## src/rtl/spim1_port_slave.sv

```systemverilog
// spim1_port_slave
//   SPI mode-0 target answering the HPS spim1 master. Each 16-bit frame is
//   {W, ADDR[6:0], DATA[7:0]}, MSB first. Registers: 0 LED (RW), 1 GPIO (RW),
//   2 KEY (RO), 3 ID (RO), 4 FCNT (RO). Every other address reads 0x00, and
//   writes to it are dropped.
//   All SPI pins are oversampled on clk_clk. SCLK must be at most clk_clk/8.
//
//   Optional feature: define SPIM1_PORT_SLAVE_FCNT_EN to build register 4 as
//   a count of completed frames. Without it, register 4 reads 0x00.
//
// Ports
//   clk_clk        fabric clock; the only clock domain
//   reset_reset_n  async-assert, active-low reset
//   spi_sclk       SPI clock (CPOL=0, CPHA=0)
//   spi_mosi       master-out data
//   spi_ss_n       active-low select
//   spi_miso       target-out data (0 when not returning read data)
//   ports_key[1:0] raw push buttons, asynchronous
//   ports_led[7:0] LED register
//   ports_gpio[7:0] GPIO register
module spim1_port_slave #(
  parameter logic [7:0] ID_VALUE    = 8'h5A,
  parameter int         SYNC_STAGES = 2     // synchronizer depth, >= 2
) (
  input  logic       clk_clk,
  input  logic       reset_reset_n,
  input  logic       spi_sclk,
  input  logic       spi_mosi,
  input  logic       spi_ss_n,
  output logic       spi_miso,
  input  logic [1:0] ports_key,
  output logic [7:0] ports_led,
  output logic [7:0] ports_gpio
);

  typedef enum logic [1:0] {IDLE, CMD, DATA, DONE} state_t;

  // Synchronizer lanes: {key[1:0], ss_n, mosi, sclk}.
  // The chain resets to all-zero, so SS_N starts out "selected". The FSM
  // therefore only enters CMD on an observed high->low transition of SS_N.
  // If the master is mid-frame when reset releases, the FSM parks in DONE
  // until SS_N goes high.
  logic [SYNC_STAGES-1:0][4:0] sync_q;
  logic [4:0] sync_s;
  logic       sclk_s, mosi_s, ss_s;
  logic [1:0] key_s;

  always_ff @(posedge clk_clk or negedge reset_reset_n) begin
    if (!reset_reset_n) sync_q <= '0;
    else                sync_q <= {sync_q[SYNC_STAGES-2:0],
                                   {ports_key, spi_ss_n, spi_mosi, spi_sclk}};
  end

  assign sync_s = sync_q[SYNC_STAGES-1];
  assign sclk_s = sync_s[0];
  assign mosi_s = sync_s[1];
  assign ss_s   = sync_s[2];
  assign key_s  = sync_s[4:3];

  // The edge strobes are registered. MOSI is captured in the same cycle as
  // the rising strobe, so mosi_q is the bit that belongs to rise_q.
  logic sclk_d, ss_d, rise_q, fall_q, mosi_q;

  always_ff @(posedge clk_clk or negedge reset_reset_n) begin
    if (!reset_reset_n) begin
      sclk_d <= 1'b0;
      ss_d   <= 1'b0;
      rise_q <= 1'b0;
      fall_q <= 1'b0;
      mosi_q <= 1'b0;
    end else begin
      sclk_d <= sclk_s;
      ss_d   <= ss_s;
      rise_q <= sclk_s & ~sclk_d;
      fall_q <= ~sclk_s & sclk_d;
      mosi_q <= mosi_s;
    end
  end

  // ---------------- FSM ----------------
  state_t     st, nxt;
  logic [3:0] bit_cnt;
  logic       w_q;

  always_ff @(posedge clk_clk or negedge reset_reset_n) begin
    if (!reset_reset_n) st <= IDLE;
    else                st <= nxt;
  end

  always_comb begin
    nxt = st;
    if (ss_s) nxt = IDLE;
    else begin
      case (st)
        IDLE: nxt = ss_d ? CMD : DONE;   // no observed falling SS_N -> stale frame
        CMD:  if (rise_q && bit_cnt == 4'd7)  nxt = DATA;
        DATA: if (rise_q && bit_cnt == 4'd15) nxt = DONE;
        default: nxt = DONE;
      endcase
    end
  end

  logic shift_en, cmd_last, commit, rd_shift, miso_zero;

  always_comb begin
    shift_en  = rise_q & ~ss_s & ((st == CMD) | (st == DATA));
    cmd_last  = shift_en & (st == CMD)  & (bit_cnt == 4'd7);
    commit    = shift_en & (st == DATA) & (bit_cnt == 4'd15);
    rd_shift  = fall_q & ~ss_s & (st == DATA) & ~w_q;
    miso_zero = ss_s | (st != DATA) | w_q;
  end

  // ---------------- datapath ----------------
  logic [7:0] sh_q, rd_sh, rd_val;
  logic [6:0] addr_q, cmd_addr;
  logic [7:0] fcnt;

  // On the 8th rise the incoming byte is {sh_q[6:0], mosi_q}.
  assign cmd_addr = {sh_q[5:0], mosi_q};

`ifdef SPIM1_PORT_SLAVE_FCNT_EN
  logic [7:0] fcnt_q;
  always_ff @(posedge clk_clk or negedge reset_reset_n) begin
    if (!reset_reset_n) fcnt_q <= 8'h00;
    else if (commit)    fcnt_q <= fcnt_q + 8'd1;   // wraps 0xFF -> 0x00
  end
  assign fcnt = fcnt_q;
`else
  assign fcnt = 8'h00;
`endif

  always_comb begin
    rd_val = 8'h00;
    case (cmd_addr)
      7'd0: rd_val = ports_led;
      7'd1: rd_val = ports_gpio;
      7'd2: rd_val = {6'b0, key_s};
      7'd3: rd_val = ID_VALUE;
      7'd4: rd_val = fcnt;
      default: rd_val = 8'h00;
    endcase
  end

  always_ff @(posedge clk_clk or negedge reset_reset_n) begin
    if (!reset_reset_n) begin
      bit_cnt    <= 4'd0;
      sh_q       <= 8'h00;
      w_q        <= 1'b0;
      addr_q     <= 7'd0;
      rd_sh      <= 8'h00;
      spi_miso   <= 1'b0;
      ports_led  <= 8'h00;
      ports_gpio <= 8'h00;
    end else begin
      if (st == IDLE)    bit_cnt <= 4'd0;
      else if (shift_en) bit_cnt <= bit_cnt + 4'd1;

      if (shift_en) sh_q <= {sh_q[6:0], mosi_q};

      // The register value, including the key state, is frozen here for the
      // whole data byte.
      if (cmd_last) begin
        w_q    <= sh_q[6];
        addr_q <= cmd_addr;
        rd_sh  <= rd_val;
      end else if (rd_shift) begin
        rd_sh  <= {rd_sh[6:0], 1'b0};
      end

      if (miso_zero)     spi_miso <= 1'b0;
      else if (rd_shift) spi_miso <= rd_sh[7];

      if (commit && w_q) begin
        case (addr_q)
          7'd0: ports_led  <= {sh_q[6:0], mosi_q};
          7'd1: ports_gpio <= {sh_q[6:0], mosi_q};
          default: ;
        endcase
      end
    end
  end

endmodule

```

## config.mk

```make
export PLATFORM = sky130hd
export DESIGN_NAME = spim1_port_slave
export DESIGN_NICKNAME = d
export VERILOG_FILES = /design/src/rtl/spim1_port_slave.sv
export SDC_FILE = /design/constraint.sdc
export NUM_CORES = 1
export LEC_CHECK = 0
export CORE_ASPECT_RATIO = 0.8
export CORE_MARGIN = 2
export CORE_UTILIZATION = 51
export DETAILED_ROUTE_END_ITERATION = 10
export PLACE_DENSITY_LB_ADDON = 0.3
export RECOVER_POWER = 50
export SLEW_MARGIN = 40
export SYNTH_ARGS = -nofsm -noshare
export SYNTH_HDL_FRONTEND = slang
export SYNTH_SLANG_ARGS = --single-unit
```

## constraint.sdc

```tcl
create_clock -name clk_clk -period 1.8 [get_ports clk_clk]
set_clock_uncertainty 0.2 [all_clocks]
set_input_delay 0.54 -clock clk_clk [delete_from_list [all_inputs] [get_ports clk_clk]]
set_output_delay 0.54 -clock clk_clk [all_outputs]
set_load 0.005 [all_outputs]
```

# Yosys cells after proc, flatten, opt, wreduce, memory -nomap -nowiden
# Cells that the tools add are included.
[totals] register_bits=61 input_bits=7 out_inout_bits=17 wordCells=70
[classes] add_sub_neg=1 eq_ne=11 muxes=12 bitwise_logic=18 n_reduce_logical=12
[ops] op="one-hot mux 8 bit (4 select lines)" n=1
[ops] op="2-to-1 mux 8 bit" n=2
[ops] op="== test 7 x 1 -> 1 bit, second input constant" n=2
[ops] op="== test 7 x 2 -> 1 bit, second input constant" n=2
[ops] op="zero test 7 bit" n=2
[ops] op="bitwise AND 1 bit" n=11
[ops] op="2-to-1 mux 2 bit" n=4
[ops] op="2-to-1 mux 4 bit" n=2
[ops] op="!= test 3 bit, second input constant" n=2
[ops] op="one-hot mux 2 bit (3 select lines)" n=1
[ops] op="AND reduction 2 bit" n=3
[ops] op="nonzero test 2 bit" n=3
[ops] op="adder 4 x 1 -> 4 bit, second input constant" n=1
[ops] op="== test 4 x 3 -> 1 bit, second input constant" n=1
[ops] op="== test 4 bit, second input constant" n=1
[ops] op="inverter 1 bit" n=4
[ops] op="logical AND 1 bit" n=3
[ops] op="OR 1 bit" n=3
[ops] op="== test 2 x 1 -> 1 bit, second input constant" n=1
[ops] op="== test 2 bit, second input constant" n=1
[ops] op="zero test 2 bit" n=1
[ops] op="2-to-1 mux 1 bit" n=2
[ops] op="!= test 2 bit, second input constant" n=1

# Longest topological paths before layout
# Gate-level depths: netlist (run 1).
[logic_depth] word_depth=7 mapped_depth=8 ltp_nobuf=5

# Worst setup path after synthesis (run 1)
# No wires, ideal clock.
[synth_path] kind="flip-flop to flip-flop" startpoint="reg st[0]" endpoint="reg addr_q[6]" setup_ps=125 t_arrival_ps=1685 t_required_ps=1475 path_slack_ps=-210 stages_incl_launch_ff=9 n_path_buf=3 period_less_slack_ps=2010 cell_sequence="dfrtp_1 -> inv_1 -> ha_1 -> and3b_1 -> buf_6 -> and2_4 -> buf_6 -> buf_8 -> mux2_4"
[synth_via] elab_chain_len=5 word_cells_on_any_way=6 cone_classes="eq/ne (2); bitwise (4)"
[synth_rtl] element="from (decl)" line_no="81" text="state_t st, nxt;"
[synth_rtl] element="from (signal assigned)" line_no="87" text="else st <= nxt;"
[synth_rtl] element="== test 2 x 1 -> 1 bit / == test 2 bit (equally long branches)" line_no="106, 107"
[synth_rtl] element="OR 1 bit" line_no="106" text="shift_en = rise_q & ~ss_s & ((st == CMD) | (st == DATA));"
[synth_rtl] element="bitwise AND 1 bit" line_no="106"
[synth_rtl] element="bitwise AND 1 bit (*) (2 in series)" line_no="107" text="cmd_last = shift_en & (st == CMD) & (bit_cnt == 4'd7);"
[synth_rtl] element="to (signal assigned)" line_no="164" text="addr_q <= cmd_addr;"
[synth_rtl] element="to (decl)" line_no="115" text="logic [6:0] addr_q, cmd_addr;"
# Every way passes the cells marked *; elsewhere a longest branch is shown, timed or not.
# A chain may end at the register's enable or synchronous reset.

# Worst setup path after layout (run 1)
[layout_path] startpoint="reg st[0]" endpoint="reg ports_led[3]"
[layout_via] elab_chain_len=7 word_cells_on_any_way=8 cone_classes="eq/ne (2); bitwise (4); reduce/logical (2)"
[layout_rtl] element="== test 2 x 1 -> 1 bit / == test 2 bit (equally long branches)" line_no="106, 108"
[layout_rtl] element="OR 1 bit" line_no="106"
[layout_rtl] element="bitwise AND 1 bit" line_no="106"
[layout_rtl] element="bitwise AND 1 bit (*) (2 in series)" line_no="108" text="commit = shift_en & (st == DATA) & (bit_cnt == 4'd15);"
[layout_rtl] element="logical AND 1 bit (*)" line_no="173" text="if (commit && w_q) begin"
[layout_rtl] element="AND reduction 2 bit (no source line) (*)"
[layout_rtl] element="to (signal assigned)" line_no="175" text="7'd0: ports_led <= {sh_q[6:0], mosi_q};"
[layout_rtl] element="to (decl)" line_no="32" text="output logic [7:0] ports_led,"
# Marked as above.

==> impl_metrics.json, run 1 <==
{
  "status": "finished with violations",
  "violations": "setup timing",
  "grt_use_total": 0.210,
  "async_flop_share": 1.00,
  "synth_seq_cells": 61,
  "cp.arrival_ns": 1.91,
  "synth_top_area_frac": 0.590,
  "clockBufferDepth": 2,
  "worstHoldEndpoint": "sync_s[2]$_DFF_PN0_",
  "powerDensity_nw_per_um2": 960,
  "area_growth_pct": 34.7,
  "vdd_drop_max_v": 0.000625,
  "netlist_area_sq_um": 2590,
  "syn_area_per_cell_sq_um": 13.3,
  "grt.overflow.total": 0,
  "stdcell_area_sq_um": 3490,
  "finalNonFillerCells": 327,
  "synth_edf_count": 0,
  "wl_per_cell_microns": 16.9,
  "p_leak_nw": 1.72,
  "period_share": 1.05,
  "rr_startpoint": "st[0]$_DFFE_PN0P_",
  "root_buffer": "clkbuf_8",
  "worstMarginPinSlew_ns": 0.754,
  "drv_slew": 0,
  "cts.clk_slew.worst_paths_ns": 0.06,
  "hp-start": "sync_q[2]$_DFF_PN0_",
  "dp.cells": 294,
  "grt_pass1_vias": 1708,
  "synth_top_area_cell": "dfrtp_1",
  "start_util": 0.523,
  "design_power_total_mw": 3.35,
  "antenna_found_initial": 0,
  "drive_above_1_share": 0.396,
  "syn_inst": 194,
  "final_core_util": 0.704,
  "ant_nets": 0,
  "hp-class": "reg2reg",
  "placementRows": 23,
  "path_max_fanout": 8,
  "drt_pass1_iterations": 4,
  "cts_max_level": 3,
  "r2r_slack_ns": -0.09,
  "min_period_ns": 1.89,
  "grt_pass1_wl_mm": 8.85,
  "drc": 0,
  "grt_setup_unrepaired": "yes",
  "drt_iter0_drc": 124,
  "fin_nets": 272,
  "relSlewSlack": 0.497,
  "holdPathStages": 0,
  "cts_tree": "yes",
  "core_sq_um": 4950,
  "synth-main-ff-cell": "dfrtp_1",
  "r2r.worst_path.cells": 6,
  "n_antenna_cell": 0,
  "die-area_sq_um": 5670,
  "setup_viol": 24,
  "die_y_microns": 67.7,
  "numCtsBuffers": 9,
  "die_x_microns": 83.7,
  "synth_area_leaders": "dfrtp_1, mux2_2, mux2i_1, nand2_1, ha_1",
  "clk_latency_ns": 0.34,
  "fin_ws_ns": -0.0863,
  "max_cap_violations": 0,
  "totalWireLength_mm": 5.52,
  "path_class": "reg2reg",
  "numPortBuffers": 23,
  "finalHoldViolCount": 0,
  "setup_tns_ns": -1.37,
  "grt_max_degree": 62,
  "dpl-instance-area_sq_um": 3030,
  "cp.required_ns": 1.82,
  "routabilityCongestion": 0.822,
  "ioPinCount": 24,
  "dp_hpwl_mm": 3.45,
  "ys.warnings.count": 0,
  "cts.sinks": 61,
  "syn-num-nets": 205,
  "max_freq_ghz": 0.530,
  "ys_types": 41,
  "crit_path_end_kind": "flip-flop",
  "yosysSeqAreaShare": 0.590,
  "start_kind": "flip-flop",
  "vias_per_cell": 5.50,
  "vias": 1799,
  "rr_endpoint": "ports_led[3]$_DFFE_PN0P_"
}
[synth_stat cells, types with 3 or more instances]
master	instances
dfrtp_1	61
mux2_2	26
nand2_1	21
mux2i_1	10
a21oi_1	6
nand3_1	5
o21a_1	5
ha_1	4
inv_1	4
o21ai_0	4
o22ai_1	4
clkbuf_1	3
nor2_1	3
o32ai_1	3
[through the flow]
| stage | setup WS (ns) | hold WS, ns |
|---|---|---|
| 4_1_cts | -0.0691 | 0.150 |
| 2_1_floorplan | -0.130 | 0.0444 |
| 6_report | -0.0863 | 0.148 |
| 5_1_grt | -0.138 | 0.156 |
| 3_3_place_gp | -0.0585 | 0.133 |
| 3_5_place_dp | -0.111 | 0.135 |
[layout by cell type (no fill, tap or decap), types with 4 or more instances in the layout]
| master | Yosys | final |
|---|---|---|
| o22ai_2 | 0 | 4 |
| dlygate4sd3_1 | 0 | 6 |
| o21a_1 | 5 | 5 |
| clkbuf_8 | 0 | 11 |
| nand2_1 | 21 | 21 |
| mux2i_1 | 10 | 10 |
| buf_4 | 0 | 31 |
| nand3_1 | 5 | 5 |
| mux2_2 | 26 | 20 |
| dfrtp_1 | 61 | 61 |
| buf_6 | 2 | 6 |
| a21oi_1 | 6 | 6 |
| o21ai_0 | 4 | 4 |
| dlygate4sd2_1 | 0 | 17 |
| mux2_4 | 2 | 8 |
| o32ai_2 | 1 | 4 |
[state kept, by name, summed over array words and instances (netlist names), 2 cells and up]
register,count
ports_led,8
ports_gpio,8
rd_sh,8
sync_q,5
addr_q,7
st,2
bit_cnt,4
sh_q,7
sync_s,5
[layout make-up]
class / instances / area (sq um)
Sequential cell: 61 / 1530
Fill cell: 345 / 1460
Multi-Input combinational cell: 122 / 1130
Timing Repair Buffer: 63 / 533
Clock buffer: 12 / 155
Tap cell: 62 / 77.6
Clock inverter: 3 / 45.0
Inverter: 4 / 15.0
[critical path, cell delays in order (launching register included)]
cell	delay, ns
dfrtp_1	0.38
inv_2	0.11
ha_4	0.21
and3b_2	0.27
nand4_2	0.11
buf_6	0.15
mux2_2	0.34
[what timing repair did]
item / in CTS / in global routing
pin swaps: 6 / 7
buffers inserted: 15 / 1
endpoints found under the hold margin: 10 / 0
hold buffers: 1 / 0
gates cloned: 1 / 0
setup endpoints to repair: 50 / 33
gates resized for setup: 34 / 15
[where the power goes]
part | internal (mW) | switching [mW]
clock | 0.707 | 0.504
combinational | 0.266 | 0.318
sequential | 1.45 | 0.102
total | 2.42 | 0.923
[per-layer routing]
metal / global-route usage / vias up / wire [microns]
met1: 0.303 / 905 / 2630
met2: 0.291 / 46 / 2460
met3: 0.0733 / 11 / 347
met4: 0.0847 / 0 / 78
met5: 0 / - / 0
li1: - / 837 / -
[cells by family (layout without fill, tap and decap cells)]
| logic type | Yosys count | after routing | share of synthesized area |
|---|---|---|---|
| multiplexers | 38 | 38 | 0.163 |
| buffers and inverters | 12 | 82 | 0.0285 |
| flip-flops | 61 | 61 | 0.590 |
| XOR/XNOR | 2 | 2 | 0.00677 |
| adder cells (fa/ha/maj) | 4 | 4 | 0.0193 |
| AO/OA/AOI/OAI | 27 | 27 | 0.0735 |
| AND/OR/NAND/NOR | 50 | 51 | 0.119 |
[worst max path at each step]
stage,slack [ns],cells past startpoint,end,startpoint
floorplan,-0.13,8,addr_q[6]$_DFFE_PN0P_,st[0]$_DFFE_PN0P_
finish,-0.09,6,ports_led[3]$_DFFE_PN0P_,st[0]$_DFFE_PN0P_
detailed placement,-0.11,5,addr_q[0]$_DFFE_PN0P_,st[1]$_DFFE_PN0P_
CTS,-0.07,6,ports_led[0]$_DFFE_PN0P_,st[0]$_DFFE_PN0P_
global placement,-0.06,6,ports_gpio[6]$_DFFE_PN0P_,st[0]$_DFFE_PN0P_
global route,-0.14,6,ports_led[3]$_DFFE_PN0P_,st[0]$_DFFE_PN0P_
Power figures use the tool's default switching activity.
==> run 2: changes to the inputs <==
Settings changed: CORE_MARGIN 2 to unset, MAX_ROUTING_LAYER set to met4, REMOVE_ABC_BUFFERS set to 1.
==> run 2 against run 1 <==
The flow still finishes with violations (setup timing). Setup slack worse by 0.12 ns. Hold slack better by 0.0015 ns. Sequential share of layout area down 0.60 points. Sequential power up 3%. Clock power about the same. Global-route usage up 7.5 points. Register-to-register slack worse by 0.12 ns. First-iteration DRC count up 21%. Non-clock buffer count up 1. Cell count unchanged. Sequential cell count unchanged. Critical path depth up 1. Largest cell class unchanged.
==> impl_metrics.json, run 2 (synthesis gave the netlist of run 1 again) <==
{
  "clk_latency_ns": 0.34,
  "ioPinCount": 24,
  "cts_max_level": 3,
  "cts.clk_slew.worst_paths_ns": 0.07,
  "grt_max_degree": 62,
  "max_freq_ghz": 0.500,
  "placementRows": 22,
  "start_kind": "flip-flop",
  "totalWireLength_mm": 6.43,
  "finalNonFillerCells": 327,
  "die-area_sq_um": 5370,
  "cp.arrival_ns": 2.03,
  "area_growth_pct": 36.6,
  "n_antenna_cell": 0,
  "powerDensity_nw_per_um2": 951,
  "grt_setup_unrepaired": "yes",
  "hp-class": "reg2reg",
  "layout_common_cells": "dfrtp_1, buf_4, nand2_1",
  "worstMarginPinSlew_ns": 0.769,
  "vdd_drop_max_v": 0.000667,
  "clockBufferDepth": 2,
  "drt_iter0_drc": 150,
  "grt_most_used_layer": "met2",
  "relSlewSlack": 0.487,
  "fin_nets": 273,
  "p_leak_nw": 1.73,
  "vias_per_cell": 5.70,
  "use_met1": 0.373,
  "antenna_found_initial": 0,
  "drt_pass1_iterations": 4,
  "cts_tree": "yes",
  "grt_pass1_vias": 1948,
  "grt_util_met3": 0.0931,
  "setup_viol": 33,
  "drv_slew": 0,
  "core_sq_um": 4730,
  "die_x_microns": 81.7,
  "finalHoldViolCount": 0,
  "routabilityCongestion": 0.868,
  "max_cap_violations": 0,
  "numPortBuffers": 23,
  "dp_hpwl_mm": 3.67,
  "fin_ws_ns": -0.202,
  "ant_nets": 0,
  "grt_use_total": 0.285,
  "wl_per_cell_microns": 19.7,
  "cts.sinks": 61,
  "use_met2": 0.423,
  "crit_path_end_kind": "flip-flop",
  "drive_above_1_share": 0.404,
  "path_max_fanout": 7,
  "final_common_cell": "dfrtp_1",
  "dp.cells": 288,
  "numCtsBuffers": 9,
  "path_class": "reg2reg",
  "period_share": 1.11,
  "start_util": 0.547,
  "root_buffer": "clkbuf_8",
  "grt.overflow.total": 0,
  "grt_pass1_wl_mm": 10.4,
  "violations": "setup timing",
  "cp.required_ns": 1.82,
  "vias": 1865,
  "min_period_ns": 2.00,
  "reg.largest.list": "ports_gpio (8), ports_led (8), rd_sh (8)",
  "design_power_total_mw": 3.36,
  "hold_slack_ns": 0.150,
  "drc": 0,
  "status": "finished with violations",
  "die_y_microns": 65.7
}
[run 2: worst paths after layout]
kind | start | to | slack [ns] | cells past startpoint
worst max-delay path | st[0]$_DFFE_PN0P_ | ports_led[3]$_DFFE_PN0P_ | -0.20 | 7
worst min-delay path | sync_q[0]$_DFF_PN0_ | sync_s[0]$_DFF_PN0_ | 0.15 | 0
worst max register to register | st[0]$_DFFE_PN0P_ | ports_led[3]$_DFFE_PN0P_ | -0.20 | 7
worst min register to register | sync_q[0]$_DFF_PN0_ | sync_s[0]$_DFF_PN0_ | 0.15 | 0
max in group asynchronous | reset_reset_n | ports_gpio[1]$_DFFE_PN0P_ | 0.20 | 3
min in group asynchronous | reset_reset_n | addr_q[4]$_DFFE_PN0P_ | 0.69 | 3
[run 2: through the flow]
step	util	cell area [sq um]	setup WS [ns]	setup TNS, ns
floorplan	-	2530	-0.337	-8.04
global placement	0.636	3010	-0.185	-4.52
detailed placement	0.636	3010	-0.234	-5.96
CTS	0.737	3490	-0.120	-2.22
global route	0.747	3540	-0.254	-6.80
finish	0.747	3540	-0.202	-5.19
[run 2: critical path, stage by stage, from the launching register on]
cell and delay (ns):
dfrtp_1 0.41, inv_2 0.12, ha_4 0.16, nor4b_4 0.23
buf_4 0.18, nand4_4 0.11, buf_12 0.18, mux2_4 0.28
[run 2: cell type report]
class / count / area, sq um
tap: 60 / 75.1
clock buffer: 9 / 124
sequential: 61 / 1530
multi-input combinational: 122 / 1140
inverter: 4 / 15.0
fill: 290 / 1200
clock inverter: 7 / 75.1
timing repair buffer: 64 / 576
[run 2: where the power goes]
group	switching, mW	total, mW	internal, mW
logic	0.296	0.560	0.264
clock network	0.572	1.21	0.642
registers	0.141	1.59	1.45
total	1.01	3.36	2.36
[run 2: timing repair]
action                                  in CTS  in global routing
setup buffers                               18                  3
hold buffers                                 1                  0
resized for setup                           48                 11
cloned                                       1                  0
endpoints found under the hold margin       11                  0
pin swaps                                   10                  8
endpoints found under the setup margin      50                 42
[run 2: per-layer routing]
| metal | vias to the layer above | part of all wire | routed length [microns] |
|---|---|---|---|
| met4 | 0 | 0.0090 | 58 |
| met2 | 50 | 0.50 | 3240 |
| met5 | - | 0 | 0 |
| met1 | 962 | 0.44 | 2830 |
| met3 | 6 | 0.047 | 299 |
| li1 | 847 | - | - |
